## src/rtl/audio_sample_shaper_if.sv

```systemverilog
// rtl/audio_sample_shaper_if.sv - sample stream, period strobe, controls and PWM-side outputs of the shaper
//
// Purpose: bundles every non-clock, non-reset signal of audio_sample_shaper.
// Ports (as seen by the slave, i.e. the shaper itself):
//   s_valid, s_data[DW]  in   upstream offset-binary sample stream
//   s_ready              out  FIFO can accept a word
//   period_start         in   one-cycle pulse at the start of each PWM period
//   vol[3]               in   attenuation shift 0..7
//   mute                 in   gain ramp direction request
//   pwm_sample[DW]       out  registered sample for the PWM
//   underrun             out  period_start seen with the FIFO empty
//   muted                out  gain is zero
interface audio_sample_shaper_if #(
    parameter int DW = 11
) ();
    logic          s_valid;
    logic [DW-1:0] s_data;
    logic          s_ready;
    logic          period_start;
    logic [2:0]    vol;
    logic          mute;
    logic [DW-1:0] pwm_sample;
    logic          underrun;
    logic          muted;

    modport master (
        output s_valid, s_data, period_start, vol, mute,
        input  s_ready, pwm_sample, underrun, muted
    );

    modport slave (
        input  s_valid, s_data, period_start, vol, mute,
        output s_ready, pwm_sample, underrun, muted
    );
endinterface

```

## src/rtl/audio_sample_shaper.sv

```systemverilog
// rtl/audio_sample_shaper.sv - sample FIFO with volume shift and click-free mute ramp feeding the PWM
//
// Purpose: buffers offset-binary samples, and on each PWM period boundary pops
// one sample, attenuates it by an arithmetic shift, scales it by a ramping gain
// and presents it to the PWM.
// Ports:
//   CLK100MHZ   in   system clock, all state on the rising edge
//   CPU_RESETN  in   asynchronous active-low reset
//   bus         slave modport of audio_sample_shaper_if (stream in, controls, PWM outputs)
module audio_sample_shaper #(
    parameter int DW    = 11,
    parameter int DEPTH = 4,
    parameter int GW    = 6
) (
    input  logic                 CLK100MHZ,
    input  logic                 CPU_RESETN,
    audio_sample_shaper_if.slave bus
);
    localparam int AW = $clog2(DEPTH);
    localparam int CW = AW + 1;
    // Product width: (DW+1)-bit signed sample times (GW+2)-bit signed gain.
    localparam int PW = DW + GW + 3;

    localparam logic [GW:0]          GMAX = {1'b1, {GW{1'b0}}};
    localparam logic [GW:0]          GONE = {{GW{1'b0}}, 1'b1};
    localparam logic signed [DW:0]   MID  = {2'b01, {(DW-1){1'b0}}};
    localparam logic signed [PW-1:0] YMID = {{(PW-DW-1){1'b0}}, MID};
    localparam logic [DW-1:0]        MIDQ = {1'b1, {(DW-1){1'b0}}};

    typedef enum logic [1:0] {
        MUTED     = 2'd0,
        RAMP_UP   = 2'd1,
        FULL      = 2'd2,
        RAMP_DOWN = 2'd3
    } state_t;

    // ---------------------------------------------------------------- FIFO
    logic [DW-1:0] mem [DEPTH];
    logic [AW-1:0] wr_ptr;
    logic [AW-1:0] rd_ptr;
    logic [CW-1:0] count;
    logic          full;
    logic          empty;
    logic          push;
    logic          pop;

    assign full  = (count == CW'(DEPTH));
    assign empty = (count == '0);
    // s_ready depends only on the registered count, so a same-cycle pop
    // of a full FIFO does not open the door until the next cycle.
    assign bus.s_ready = !full;
    assign push = bus.s_valid && !full;
    assign pop  = bus.period_start && !empty;

    always_ff @(posedge CLK100MHZ) begin
        if (push) begin
            mem[wr_ptr] <= bus.s_data;
        end
    end

    always_ff @(posedge CLK100MHZ or negedge CPU_RESETN) begin
        if (!CPU_RESETN) begin
            wr_ptr <= '0;
            rd_ptr <= '0;
            count  <= '0;
        end else begin
            if (push) begin
                wr_ptr <= wr_ptr + AW'(1);
            end
            if (pop) begin
                rd_ptr <= rd_ptr + AW'(1);
            end
            if (push && !pop) begin
                count <= count + CW'(1);
            end else if (pop && !push) begin
                count <= count - CW'(1);
            end
        end
    end

    // ------------------------------------------------------- gain ramp FSM
    state_t      state_q;
    state_t      state_d;
    logic [GW:0] gain_q;
    logic [GW:0] gain_d;
    logic        muted_q;
    logic        muted_d;

    always_ff @(posedge CLK100MHZ or negedge CPU_RESETN) begin
        if (!CPU_RESETN) begin
            state_q <= MUTED;
            gain_q  <= '0;
            muted_q <= 1'b1;
        end else begin
            state_q <= state_d;
            gain_q  <= gain_d;
            muted_q <= muted_d;
        end
    end

    // A reversal mid-ramp steps the gain in the new direction on the same
    // pulse; the end states are re-entered when a step lands on 0 or GMAX.
    always_comb begin
        state_d = state_q;
        gain_d  = gain_q;
        if (bus.period_start) begin
            case (state_q)
                MUTED: begin
                    if (!bus.mute) begin
                        state_d = RAMP_UP;
                        gain_d  = GONE;
                    end
                end
                RAMP_UP: begin
                    if (bus.mute) begin
                        gain_d  = gain_q - GONE;
                        state_d = (gain_d == '0) ? MUTED : RAMP_DOWN;
                    end else begin
                        gain_d  = gain_q + GONE;
                        state_d = (gain_d == GMAX) ? FULL : RAMP_UP;
                    end
                end
                FULL: begin
                    if (bus.mute) begin
                        state_d = RAMP_DOWN;
                        gain_d  = GMAX - GONE;
                    end
                end
                RAMP_DOWN: begin
                    if (!bus.mute) begin
                        gain_d  = gain_q + GONE;
                        state_d = (gain_d == GMAX) ? FULL : RAMP_UP;
                    end else begin
                        gain_d  = gain_q - GONE;
                        state_d = (gain_d == '0) ? MUTED : RAMP_DOWN;
                    end
                end
                default: begin
                    state_d = MUTED;
                    gain_d  = '0;
                end
            endcase
        end
    end

    always_comb begin
        muted_d = (gain_d == '0);
    end

    assign bus.muted = muted_q;

    // ------------------------------------------------------------ datapath
    // Uses the gain before this period's ramp step.
    logic [DW-1:0]        head;
    logic signed [DW:0]   x;
    logic signed [DW:0]   xa;
    logic signed [PW-1:0] xa_ext;
    logic signed [PW-1:0] g_ext;
    logic signed [PW-1:0] prod;
    logic signed [PW-1:0] y;
    logic [DW-1:0]        pwm_d;

    assign head   = mem[rd_ptr];
    assign x      = $signed({1'b0, head}) - MID;
    assign xa     = x >>> bus.vol;
    assign xa_ext = {{(PW-DW-1){xa[DW]}}, xa};
    assign g_ext  = {{(PW-GW-1){1'b0}}, gain_q};
    assign prod   = xa_ext * g_ext;
    assign y      = prod >>> GW;
    // |y| <= 2^(DW-1), so re-adding midscale always fits in DW bits.
    assign pwm_d  = DW'(y + YMID);

    logic [DW-1:0] pwm_q;
    logic          underrun_q;

    always_ff @(posedge CLK100MHZ or negedge CPU_RESETN) begin
        if (!CPU_RESETN) begin
            pwm_q      <= MIDQ;
            underrun_q <= 1'b0;
        end else begin
            if (pop) begin
                pwm_q <= pwm_d;
            end
            underrun_q <= bus.period_start && empty;
        end
    end

    assign bus.pwm_sample = pwm_q;
    assign bus.underrun   = underrun_q;
endmodule

```

## src/flat_wrapper.sv

```systemverilog
// flat-port wrapper written by rule: the top's interface ports become plain ports
module audio_sample_shaper_flat 
#(
    parameter int DW    = 11,
    parameter int DEPTH = 4,
    parameter int GW    = 6
)
  (CLK100MHZ, CPU_RESETN, bus_s_valid, bus_s_data, bus_period_start, bus_vol, bus_mute, bus_s_ready, bus_pwm_sample, bus_underrun, bus_muted);
  audio_sample_shaper_if #(.DW(DW)) bus_i ();
  input  logic CLK100MHZ;
  input  logic CPU_RESETN;
  input wire logic [$bits(bus_i.s_valid)-1:0] bus_s_valid;
  input wire logic [$bits(bus_i.s_data)-1:0] bus_s_data;
  input wire logic [$bits(bus_i.period_start)-1:0] bus_period_start;
  input wire logic [$bits(bus_i.vol)-1:0] bus_vol;
  input wire logic [$bits(bus_i.mute)-1:0] bus_mute;
  output wire logic [$bits(bus_i.s_ready)-1:0] bus_s_ready;
  output wire logic [$bits(bus_i.pwm_sample)-1:0] bus_pwm_sample;
  output wire logic [$bits(bus_i.underrun)-1:0] bus_underrun;
  output wire logic [$bits(bus_i.muted)-1:0] bus_muted;
  assign bus_i.s_valid = bus_s_valid;
  assign bus_i.s_data = bus_s_data;
  assign bus_i.period_start = bus_period_start;
  assign bus_i.vol = bus_vol;
  assign bus_i.mute = bus_mute;
  assign bus_s_ready = bus_i.s_ready;
  assign bus_pwm_sample = bus_i.pwm_sample;
  assign bus_underrun = bus_i.underrun;
  assign bus_muted = bus_i.muted;
  audio_sample_shaper #(.DW(DW), .DEPTH(DEPTH), .GW(GW)) u_core (.CLK100MHZ(CLK100MHZ), .CPU_RESETN(CPU_RESETN), .bus(bus_i));
endmodule
```

## config.mk

```make
export PLATFORM = sky130hd
export DESIGN_NAME = audio_sample_shaper_flat
export DESIGN_NICKNAME = d
export VERILOG_FILES = /design/src/rtl/audio_sample_shaper_if.sv /design/src/rtl/audio_sample_shaper.sv /design/src/flat_wrapper.sv
export SDC_FILE = /design/constraint.sdc
export NUM_CORES = 1
export LEC_CHECK = 0
export CAP_MARGIN = 15
export CORE_MARGIN = 4
export CORE_UTILIZATION = 60
export CTS_BUF_LIST = sky130_fd_sc_hd__clkbuf_2 sky130_fd_sc_hd__clkbuf_4 sky130_fd_sc_hd__clkbuf_8
export DETAILED_ROUTE_END_ITERATION = 10
export PLACE_DENSITY = 0.8
export SYNTH_ARGS = -nofsm -noshare
export SYNTH_HDL_FRONTEND = slang
export SYNTH_SLANG_ARGS = --single-unit
```

## constraint.sdc

```tcl
create_clock -name CLK100MHZ -period 11.12 [get_ports CLK100MHZ]
set_clock_uncertainty 0.2 [all_clocks]
set_input_delay 1.112 -clock CLK100MHZ [delete_from_list [all_inputs] [get_ports CLK100MHZ]]
set_output_delay 1.112 -clock CLK100MHZ [all_outputs]
set_load 0.01 [all_outputs]
```

# ---- Word level (Yosys, flattened, before mapping)
# Memory sizes are Yosys's and may differ from the RTL's.
# Index checks and enable logic that the tools add are counted.
dict set report totals {
  wordCells 57
  mem_bits_rw 44
  register_bits 29
  out_inout_bits 14
  input_bits 19
  memories 1
}
# memory words width read_ports rd_clocked_by_memory_dff wr line
set mem_list {}
lappend mem_list {u_core.mem 4 11 1 0 1 audio_sample_shaper.sv:38} ;# logic [DW-1:0] mem [DEPTH];
dict set report op_classes {
  mul 1
  add_sub_neg 8
  eq_ne 7
  reduce_logical 16
  muxes 15
  shifts 1
}
# operator count
set ops {}
lappend ops {{two-way mux 7 bit} 4}
lappend ops {{case mux 7 bit (3 select lines)} 1}
lappend ops {{multiplier 12 x 8 -> 17 bit} 1}
lappend ops {{logical NOT 7 bit} 2}
lappend ops {{>>> shifter 12 x 3 -> 12 bit} 1}
lappend ops {{subtractor 11 x 11 -> 12 bit (second input constant)} 1}
lappend ops {{adder 11 bit (second input constant)} 1}
lappend ops {{two-way mux 2 bit} 5}
lappend ops {{adder 7 x 1 -> 7 bit (second input constant)} 1}
lappend ops {{equality test 7 bit (second input constant)} 1}
lappend ops {{subtractor 7 x 1 -> 7 bit (second input constant)} 1}
lappend ops {{two-way mux 3 bit} 2}
lappend ops {{case mux 2 bit (3 select lines)} 1}
lappend ops {{logical AND 1 bit} 5}
lappend ops {{adder 2 x 1 -> 2 bit (second input constant)} 2}
lappend ops {{equality test 2 bit (second input constant)} 2}
lappend ops {{logical NOT 1 bit} 4}
lappend ops {{inequality test 2 bit (second input constant)} 2}
lappend ops {{adder 3 x 1 -> 3 bit (second input constant)} 1}
lappend ops {{equality test 3 bit (second input constant)} 1}
lappend ops {{logical NOT 3 bit} 1}
lappend ops {{AND reduction 3 bit} 1}
lappend ops {{subtractor 3 x 1 -> 3 bit (second input constant)} 1}
lappend ops {{equality test 2 x 1 -> 1 bit (second input constant)} 1}
lappend ops {{4 further kinds} 5}

# ---- Longest topological paths before layout
dict set report logic_depth {
  ltp_word 7
  mapped_depth 27
  depth_no_buf 25
}

# ---- Least setup slack after synthesis
# No wires, ideal clock.
dict set report synth_path {
  kind {in2reg}
  startpoint {input bus_vol[1]}
  endpoint {register u_core.pwm_q[8], in the netlist u_core.bus.pwm_sample[8]}
  arrival_time_ps 6544
  required_ps 10789
  path_buffers 1
  stages 23
  path_slack_ps 4245
  setup_ps 131
  cell_sequence {buf_2 inv_1 mux4_2 a21oi_1 nor2b_1 fa_1 inv_1 fa_1 inv_1 fa_1 inv_1 fa_1 inv_1 ha_1 and3_1 a221o_1 a21o_1 a21o_1 a31oi_4 o22ai_4 a21boi_1 xor2_1 o21ai_1}
}
dict set report synth_via {
  elab_chain_len 3
}
# item line
set synth_lines {}
lappend synth_lines {{start: declaration} flat_wrapper.sv:15} ;# input wire logic [$bits(bus_i.vol)-1:0] bus_vol;
lappend synth_lines {{>>> shifter 12 x 3 -> 12 bit} audio_sample_shaper.sv:165} ;# assign xa = x >>> bus.vol;
lappend synth_lines {{multiplier 12 x 8 -> 17 bit} audio_sample_shaper.sv:168} ;# assign prod = xa_ext * g_ext;
lappend synth_lines {{adder 11 bit} audio_sample_shaper.sv:171} ;# assign pwm_d = DW'(y + YMID);
lappend synth_lines {{end signal: assignment} audio_sample_shaper.sv:182} ;# pwm_q <= pwm_d;
lappend synth_lines {{end: declaration} audio_sample_shaper.sv:173} ;# logic [DW-1:0] pwm_q;
# Every way passes these cells.
# A chain may end at the register's enable or synchronous reset.

# ---- Worst setup path in the final report
# Ends and elaborated chain as after synthesis.

==> qor.csv <==
stage;metric;value;unit
logic_synthesis;synth_fa_ha_area_frac;0.253;
hold_path;whs_endpoint;u_core.bus.pwm_sample[6];
cts;cts_setup_buffers;0;
drt;wirelength;13600;um
hold_path;hp-class;reg2reg;
drt;drc_errors;0;
global_route;grt_pass1_wl;23300;um
sta;max-slew-margin-rel;0.327;
logic_synthesis;synth_compound_area_frac;0.0959;
logic_synthesis;syn_nets;736;
run_status;status;finished clean;
logic_synthesis;synth_top_area_frac;0.205;
floorplan;core_area;10400;sq um
drt;post_drt_wl_per_cell;17.4;um
finish;nNetsFinal;754;
drt;num_vias;4491;
critical_path;ff2ff_path_depth;24;
logic_synthesis;postSynthCellCount;621;
logic_synthesis;ys_top_cells_by_area;edfxtp_1 (21%), fa_1 (18%), dfrtp_1 (10%);
place;portBuffers;32;
global_route;antenna_found_initial;0;
cts;cts_resized;0;
drt;drt-initial-drc-count;506;
hold_path;min_from;u_core.bus.pwm_sample[6];
hold_path;hold_depth;1;
drt;via_per_inst;5.76;
floorplan;ioPinCount;33;
critical_path;r2r-start;u_core.rd_ptr[1];
sta;drv_slew;0;
sta;fin_setup_tns;0;ns
cts;root_buffer;clkbuf_8;
sta;max_freq;126;MHz
finish;area_growth;9.22;%
logic_synthesis;yosysTopAreaCell;edfxtp_1;
cts;cts_hold_buf;0;
cts;cts-buffers-inserted;9;
cts;h-tree-depth;3;
logic_synthesis;ys_ff_latch;73;
critical_path;rr_endpoint;u_core.bus.pwm_sample[8];
global_route;gr-usage-all-layers;0.234;
finish;drive_gt1_frac;0.0807;
logic_synthesis;synthMuxAreaShare;0.0831;
cts;cts_tree;yes;
finish;n_antenna_cell;0;
logic_synthesis;synth_top_family_by_area;adder cells;
flow_run;maxCapViolations;0;
drt;wl_met1;5990;um
place;dpl-instance-area;6840;sq um
global_route;grt_pass1_vias;4753;
cts;path_clk_slew;0.08;ns
floorplan;die_h;112;um
logic_synthesis;synth_edf_count;44;
sta;finalHoldViolations;0;
floorplan;dieArea;12500;sq um
critical_path;end_kind;flip-flop;
logic_synthesis;synth-seq-area-share;0.318;
sta;rsz0062_at_grt;no;
sta;layout_worst_path_cycle_share;0.712;
sta;worst_pin_slew;1.01;ns
logic_synthesis;synthSimpleGateAreaFrac;0.142;
cts;cts_sinks;73;
place;dpl.hpwl;10500;um
global_route;globalRoute.totalOverflow;0;
sta;period_needed;7.92;ns
critical_path;path_max_fanout;21;
global_route;grt_max_degree;30;
drt;drtAntennaViolNets;0;
finish;fin_area;7040;sq um
cts;clockBufferDepth;2;
critical_path;r2r_slack;3.67;ns
logic_synthesis;synth_flop_cell;edfxtp_1;
drt;highest_layer;met4;
place;gp_congestion;0.897;
logic_synthesis;synth_common_cells;inv_1 (95), nand2_1 (61), fa_1 (57), edfxtp_1 (44), ha_1 (39);
critical_path;critPathArrivalTime;7.96;ns
logic_synthesis;synth_xor_area_frac;0.0353;
cts;clock_latency;0.35;ns
floorplan;die_w;112;um
critical_path;cp.required;11.16;ns
floorplan;start_util;0.619;
logic_synthesis;synth-warning-count;0;
logic_synthesis;syn_area;6440;sq um
floorplan;row_count;37;
logic_synthesis;synth-async-reset-ratio;0.397;
drt;first_pass_iters;5;
critical_path;crit_path_start_kind;input pin;
drt;wl_met3;949;um
critical_path;worstSetupPathType;in2reg;
critical_path;crit_path_start;bus_vol[1];
sta;setup_viol;0;
logic_synthesis;synthMostInstantiatedCell;inv_1;
logic_synthesis;synth.distinct_cells;57;
drt;wl_met2;6380;um
logic_synthesis;avgSynthCellArea;10.4;sq um
[worst max path at each step]
| stage | slack [ns] | cells past startpoint | to |
|---|---|---|---|
| detailed placement | 2.89 | 25 | u_core.bus.pwm_sample[8] |
| global route | 2.81 | 25 | u_core.bus.pwm_sample[8] |
| global placement | 3.12 | 25 | u_core.bus.pwm_sample[8] |
| finish | 3.20 | 25 | u_core.bus.pwm_sample[8] |
| floorplan | 4.25 | 23 | u_core.bus.pwm_sample[8] |
| CTS | 3.27 | 25 | u_core.bus.pwm_sample[8] |
[state kept, by name (all words and copies together) (netlist names), named ones only]
signal / flops
u_core.mem: 44
u_core.bus.underrun: 1
u_core.state_q: 1
u_core.rd_ptr: 2
u_core.gain_q: 7
u_core.bus.muted: 1
u_core.count: 3
u_core.wr_ptr: 2
u_core.bus.pwm_sample: 11
[critical path, cell delays in order]
cell	delay, ns
clkdlybuf4s50_1	0.96
mux4_2	0.41
mux2_2	0.32
a21oi_1	0.16
nor2_1	0.05
a21oi_1	0.44
nor2b_1	0.14
fa_1	0.52
inv_1	0.05
fa_1	0.47
inv_1	0.06
fa_1	0.54
inv_1	0.06
fa_1	0.53
inv_1	0.04
ha_1	0.33
and3_1	0.21
a221o_1	0.33
a21o_1	0.20
a21o_1	0.20
a31oi_4	0.22
o22ai_4	0.13
a21boi_1	0.23
xor2_1	0.18
o21ai_1	0.07
[layout by cell type (no fill, tap or decap), types with 3 or more instances in the layout]
cell | Yosys | final
xor2_1 | 12 | 12
and3_1 | 11 | 11
o22ai_1 | 3 | 3
mux2i_1 | 4 | 4
o21ai_0 | 24 | 24
inv_1 | 95 | 95
xnor2_1 | 14 | 14
nor3_1 | 5 | 5
mux4_1 | 3 | 3
nand3_1 | 9 | 9
nor2_1 | 35 | 35
a21oi_1 | 26 | 26
and2_1 | 29 | 29
fa_1 | 57 | 57
a21o_1 | 4 | 4
o21ai_1 | 3 | 3
clkdlybuf4s50_1 | 0 | 32
nor4b_1 | 4 | 4
ha_1 | 39 | 39
mux2_2 | 5 | 5
nor2b_1 | 17 | 17
nand2_1 | 61 | 61
dfrtp_1 | 27 | 27
mux4_2 | 16 | 16
clkbuf_8 | 0 | 9
o21bai_1 | 3 | 3
edfxtp_1 | 44 | 44
nand2b_1 | 5 | 5
[cells by family after synthesis]
logic type | after synthesis
muxes | 28
and+or+nand+nor | 185
adders and majority gates | 96
DFF | 73
buffers and inverters | 122
AOI/OAI and AO/OA | 91
xor gates and xnor gates | 26
[per-stage QoR]
| stage | hold slack (ns) | util | setup WS [ns] | instances |
|---|---|---|---|---|
| after floorplan | 0.268 | - | 4.25 | 621 |
| after global placement | 0.272 | 0.657 | 3.12 | 764 |
| after detailed placement | 0.279 | 0.657 | 2.89 | 764 |
| after CTS | 0.299 | 0.676 | 3.27 | 780 |
| after global routing | 0.321 | 0.676 | 2.81 | 780 |
| final | 0.295 | 0.676 | 3.20 | 780 |
[final cells by class]
type / count / area, sq um
inverter: 95 / 357
fill: 789 / 3380
multi-input combinational: 426 / 3930
timing repair buffer: 34 / 335
clock buffer: 10 / 131
sequential: 73 / 2050
clock inverter: 6 / 67.6
tap: 136 / 170
[metal layers]
layer  track usage  up-vias
li1              -     2111
met1         0.329     2189
met2         0.370      173
met3        0.0457       18
met4        0.0746        0
met5             0        -
Power is left out: the tool's default activity adds up to more than one toggle a clock period on the data nets, which glitch-free logic cannot reach.
==> edit 1: new RTL, same flow settings <==
The 4 states of `state_t` get a one-hot encoding in 4 bits.
--- a/src/rtl/audio_sample_shaper.sv
+++ b/src/rtl/audio_sample_shaper.sv
@@ -27,11 +27,11 @@
     localparam logic signed [PW-1:0] YMID = {{(PW-DW-1){1'b0}}, MID};
     localparam logic [DW-1:0]        MIDQ = {1'b1, {(DW-1){1'b0}}};
 
-    typedef enum logic [1:0] {
-        MUTED     = 2'd0,
-        RAMP_UP   = 2'd1,
-        FULL      = 2'd2,
-        RAMP_DOWN = 2'd3
+    typedef enum logic [3:0] {
+        MUTED     = 4'b0001,
+        RAMP_UP   = 4'b0010,
+        FULL      = 4'b0100,
+        RAMP_DOWN = 4'b1000
     } state_t;
 
     // ---------------------------------------------------------------- FIFO
Check against the original RTL: no difference found for any inputs over 4 cycles, from zero or initial values and one cycle with CPU_RESETN low; so few cycles prove little.
==> edit 1 against the unedited design <==
- synthesized area is 4.7% higher
- critical path type unchanged
- cell area grew 4.2%
- sequential cell count grew 2
- wire length is 5.1% higher
- worst setup slack better by 0.37 ns
- sequential share of layout area down 0.47 points
- first-iteration DRC count is 33% lower
- largest cell class unchanged
Power is left out: it rests on default switching activity, and per cell area and clock period it moved more than threefold.
==> edit 1: results (changes against the unedited design) <==
| Metric | Value |
|---|---|
| Largest net degree at the start of global routing | 32 (+6.7%) |
| Reg2reg path depth | 22 (-8.3%) |
| Post-placement cell area | 0.007129 sq mm (+4.2%) |
| Synth warnings | 0 (unchanged) |
| Via count | 4793 (+6.7%) |
| Commonest cells in the netlist | 99 x inv_1, 60 x nand2_1, 57 x fa_1 |
| Met3 Resource Use GR | 0.03342 (-0.01223) |
| Worst hold endpoint | u_core.bus.pwm_sample[4]$_DFFE_PN0P_ |
| CTS tree | yes |
| Final net count | 792 (+5.0%) |
| Hold_ws | 0.2915 ns (-0.003208 ns) |
| WHS Path Cells | 2 (+1) |
| Synth async-reset ratio | 0.4133 (+0.01607) |
| Vias in the first global route | 5030 (+5.8%) |
| Gpl congestion | 0.9288 (+3.6%) |
| Met1 Use GR | 0.3228 (-0.006374) |
| Terminus of the critical flop-to-flop path | u_core.bus.pwm_sample[9]$_DFFE_PN0P_ |
| First-pass GRT wire length | 24350 um (+4.7%) |
| Status | finished, final reports clean |
| Met2 WL post-DR | 7210 um (+13%) |
| Number of distinct library cells after synthesis | 68 (+19%) |
| WL met3 | 718 um (-24%) |
| DP HPWL | 10980 um (+4.2%) |
| Post-Syn Nets | 777 (+5.6%) |
| Layout cells sized above 1 | 0.08358 (+0.002832) |
| Wirelength per Cell | 17.33 um (-0.23%) |
| Relative slew margins | 0.3482 (+0.02077) |
| GRT Overall Usage | 0.2352 (+0.001362) |
| Fin cells | 822 (+5.4%) |
| Synth Instances | 662 (+6.6%) |
| Placed Cells | 806 (+5.5%) |
| Place WS | 3.353 ns (+0.4632 ns) |
| Flop2flop setup slack | 4.34 ns (+0.67 ns) |
| Critical path peak fanout | 20 (-4.8%) |
| CP max stage delay | 0.92 ns (-0.04 ns) |
| Met2 usage | 0.3985 (+0.02881) |
-- edit 1: changes by cell type after synthesis, moves of 6 or more --
cell / change
mux4_2: -8
xnor2_1: +6
a21oi_1: -8
o21ai_0: +7
nor2_1: -8
mux2i_1: +7
and2_1: +16
-- edit 1: cell type report --
| type | instances | area [sq um] |
|---|---|---|
| clock buffers | 9 | 123.9 |
| clock inverters | 7 | 80.08 |
| fillers | 811 | 3602 |
| inverters | 100 | 375.4 |
| multi-input cells | 457 | 4143 |
| flip-flops and latches | 75 | 2101 |
| well taps | 140 | 175.2 |
| repair buffers | 34 | 335.3 |
-- edit 1: logic make-up (layout without fill, tap and decap cells) --
| logic type | after synthesis | after routing | share of synthesized area |
|---|---|---|---|
| mux | 32 | 32 | 0.07364 |
| xor+xnor | 30 | 30 | 0.03895 |
| flops | 75 | 75 | 0.3114 |
| buf+inv | 130 | 150 | 0.07642 |
| compound gates | 102 | 102 | 0.1059 |
| fa+ha+maj | 96 | 96 | 0.2415 |
| simple gates | 197 | 197 | 0.1521 |
-- edit 1: worst max path at each step --
stage | start | end | slack, ns | cells past startpoint
finish | bus_vol[0] | u_core.bus.pwm_sample[6]$_DFFE_PN0P_ | 3.57 | 22
global route | bus_vol[0] | u_core.bus.pwm_sample[6]$_DFFE_PN0P_ | 3.14 | 22
CTS | bus_vol[0] | u_core.bus.pwm_sample[6]$_DFFE_PN0P_ | 3.62 | 22
detailed placement | bus_vol[0] | u_core.bus.pwm_sample[6]$_DFFE_PN0P_ | 3.35 | 22
global placement | bus_vol[1] | u_core.bus.pwm_sample[6]$_DFFE_PN0P_ | 3.60 | 22
floorplan | bus_vol[1] | u_core.bus.pwm_sample[6]$_DFFE_PN0P_ | 4.69 | 22
==> edit 2: new RTL, same settings <==
Without the edit above. `GW` is set to 6 in 2 places; all go to 3.
--- a/src/rtl/audio_sample_shaper.sv
+++ b/src/rtl/audio_sample_shaper.sv
@@ -10,7 +10,7 @@
 module audio_sample_shaper #(
     parameter int DW    = 11,
     parameter int DEPTH = 4,
-    parameter int GW    = 6
+    parameter int GW    = 3
 ) (
     input  logic                 CLK100MHZ,
     input  logic                 CPU_RESETN,
--- a/src/flat_wrapper.sv
+++ b/src/flat_wrapper.sv
@@ -3,7 +3,7 @@
 #(
     parameter int DW    = 11,
     parameter int DEPTH = 4,
-    parameter int GW    = 6
+    parameter int GW    = 3
 )
   (CLK100MHZ, CPU_RESETN, bus_s_valid, bus_s_data, bus_period_start, bus_vol, bus_mute, bus_s_ready, bus_pwm_sample, bus_underrun, bus_muted);
   audio_sample_shaper_if #(.DW(DW)) bus_i ();
Check against the original RTL: not equivalent (a bounded check fails within 4 cycles, from zero or initial values and one cycle with CPU_RESETN low).
==> edit 2 against the unedited design <==
- core utilization increased by 1.7 points
- synthesized area decreased by 25%
- synthesized cell count decreased by 27%
- wire length decreased by 27%
- sequential cell count decreased by 3
- worst setup slack improved by 1.7 ns
- cell area decreased by 23%
- count of clock-buffer cells in the layout decreased by 1
- critical path depth decreased by 6
- die area decreased by 23%
Power is not shown: default switching activity piles up to over one toggle a cycle in this logic, so the estimate is an artifact.
==> edit 2: results (changes against the unedited design) <==
| Metric | Value |
|---|---|
| Ranking of synthesized cells by area | edfxtp_1 27%, dfrtp_1 12%, fa_1 8.6%, ha_1 8.0%, mux4_2 4.6% |
| Multi-input gate area | 0.002603 sq mm (-34%) |
| WP data arrival | 6.23 ns (-1.73 ns) |
| WL final | 9868 um (-27%) |
| Final net count | 550 (-27%) |
| Vias in the first global route | 3557 (-25%) |
| Type of the most critical hold path | reg -> reg |
| Post_cts resized | 0 (unchanged) |
| Biggest register | u_core.mem |
| CP max stage delay | 0.87 ns (-0.09 ns) |
| Maxcap violations | 0 (unchanged) |
| Reg2reg path depth | 18 (-25%) |
| Gpl congestion | 0.8681 (-3.2%) |
| DP HPWL | 7395 um (-30%) |
| Worst skew pair latency | 0.36 ns |
| Status | finished, final reports clean |
| Terminus of the critical flop-to-flop path | u_core.bus.pwm_sample[7]$_DFFE_PN0P_ |
| CTS root buffer | clkbuf_8 |
| Post-placement cell area | 0.005228 sq mm (-24%) |
| Number of fill cells | 603 (-24%) |
| GRT Overall Usage | 0.2210 (-0.01279) |
| # diodes | 0 (unchanged) |
| Crit. Startpoint | bus_vol[2] |
| Hold path startpoint | u_core.bus.pwm_sample[6]$_DFFE_PN0P_ |
| Commonest cells in the netlist | 47 x inv_1, 47 x nand2_1, 44 x edfxtp_1 |
| First-pass GRT wire length | 17150 um (-26%) |
| Initial antenna violation count | 0 (unchanged) |
| Flop2flop setup slack | 5.24 ns (+1.57 ns) |
| Layout cells sized above 1 | 0.08471 (+0.003965) |
| Synth async-reset ratio | 0.3714 (-0.02583) |
| Post-Syn Nets | 525 (-29%) |
| Via count | 3410 (-24%) |
| Least-Margin Pin Slew | 0.8760 ns (-0.1328 ns) |
| Crit-path leading delay family | compound AO/OA/AOI/OAI gates |
| DR iter-0 viols | 212 (-58%) |
| Seq/Total Area, Yosys | 0.4058 (+0.08776) |
| Crit-path slowest cell | clkdlybuf4s50_1 |
| Clock buffer depth | 2 (unchanged) |
| Clock-pin slew on the worst setup and hold paths | 0.09 ns |
| Place WS | 4.630 ns (+1.741 ns) |
| Largest net degree at the start of global routing | 27 (-10%) |
| WHS Path Cells | 2 (+1) |
| Worst Setup End Kind | flip-flop |
| Critical path peak fanout | 20 (-4.8%) |
| Clock period minus worst slack | 6.190 ns (-1.729 ns) |
| RR Startpoint | u_core.rd_ptr[0]$_DFFE_PN0P_ |
| Max reg flops | 44 (unchanged) |
| Number of distinct library cells after synthesis | 60 (+5.3%) |
-- edit 2: cell type report --
class / instances / share of cell area
multi-input combinational: 315 / 0.4808
sequential: 70 / 0.3648
timing repair buffer: 35 / 0.06334
inverter: 48 / 0.03329
tap: 102 / 0.02358
clock buffer: 9 / 0.02288
clock inverter: 7 / 0.01133
-- edit 2: through the flow --
step                hold WS (ns)  instances
floorplan                 0.2636        454
global placement          0.2584        570
CTS                       0.2877        586
detailed placement        0.2708        570
global route              0.3075        586
finish                    0.2851        586
-- edit 2: worst register-to-register path, stage by stage (launching register included) --
cell and delay (ns):
dfrtp_1 0.85, mux4_2 0.65, mux2_2 0.33, a22o_1 0.24, nor2_1 0.33, nor2b_1 0.10, ha_1 0.29, inv_1 0.05
fa_1 0.50, fa_1 0.55, inv_1 0.05, ha_1 0.35, a21o_1 0.20, a21oi_1 0.22, o21bai_1 0.09, a21oi_1 0.22
o21ba_2 0.20, o21ai_0 0.08, a221o_1 0.29
-- edit 2: cell families (layout without fill, tap and decap cells) --
logic type | Yosys count | after routing | synth area share
DFF | 70 | 70 | 0.4058
adders and majority gates | 52 | 52 | 0.1661
and+or+nand+nor | 135 | 135 | 0.1345
AOI/OAI and AO/OA | 77 | 77 | 0.1077
xor gates and xnor gates | 22 | 22 | 0.03960
muxes | 29 | 29 | 0.08691
buffers and inverters | 69 | 99 | 0.05940
-- edit 2: metal layers --
metal | global-route usage | up-vias | wire, um | share of wire
li1 | - | 1637 | - | -
met1 | 0.3033 | 1668 | 4424 | 0.45
met2 | 0.3665 | 92 | 4854 | 0.49
met3 | 0.04214 | 13 | 456 | 0.046
met4 | 0.05218 | 0 | 133 | 0.013
met5 | 0 | - | 0 | 0
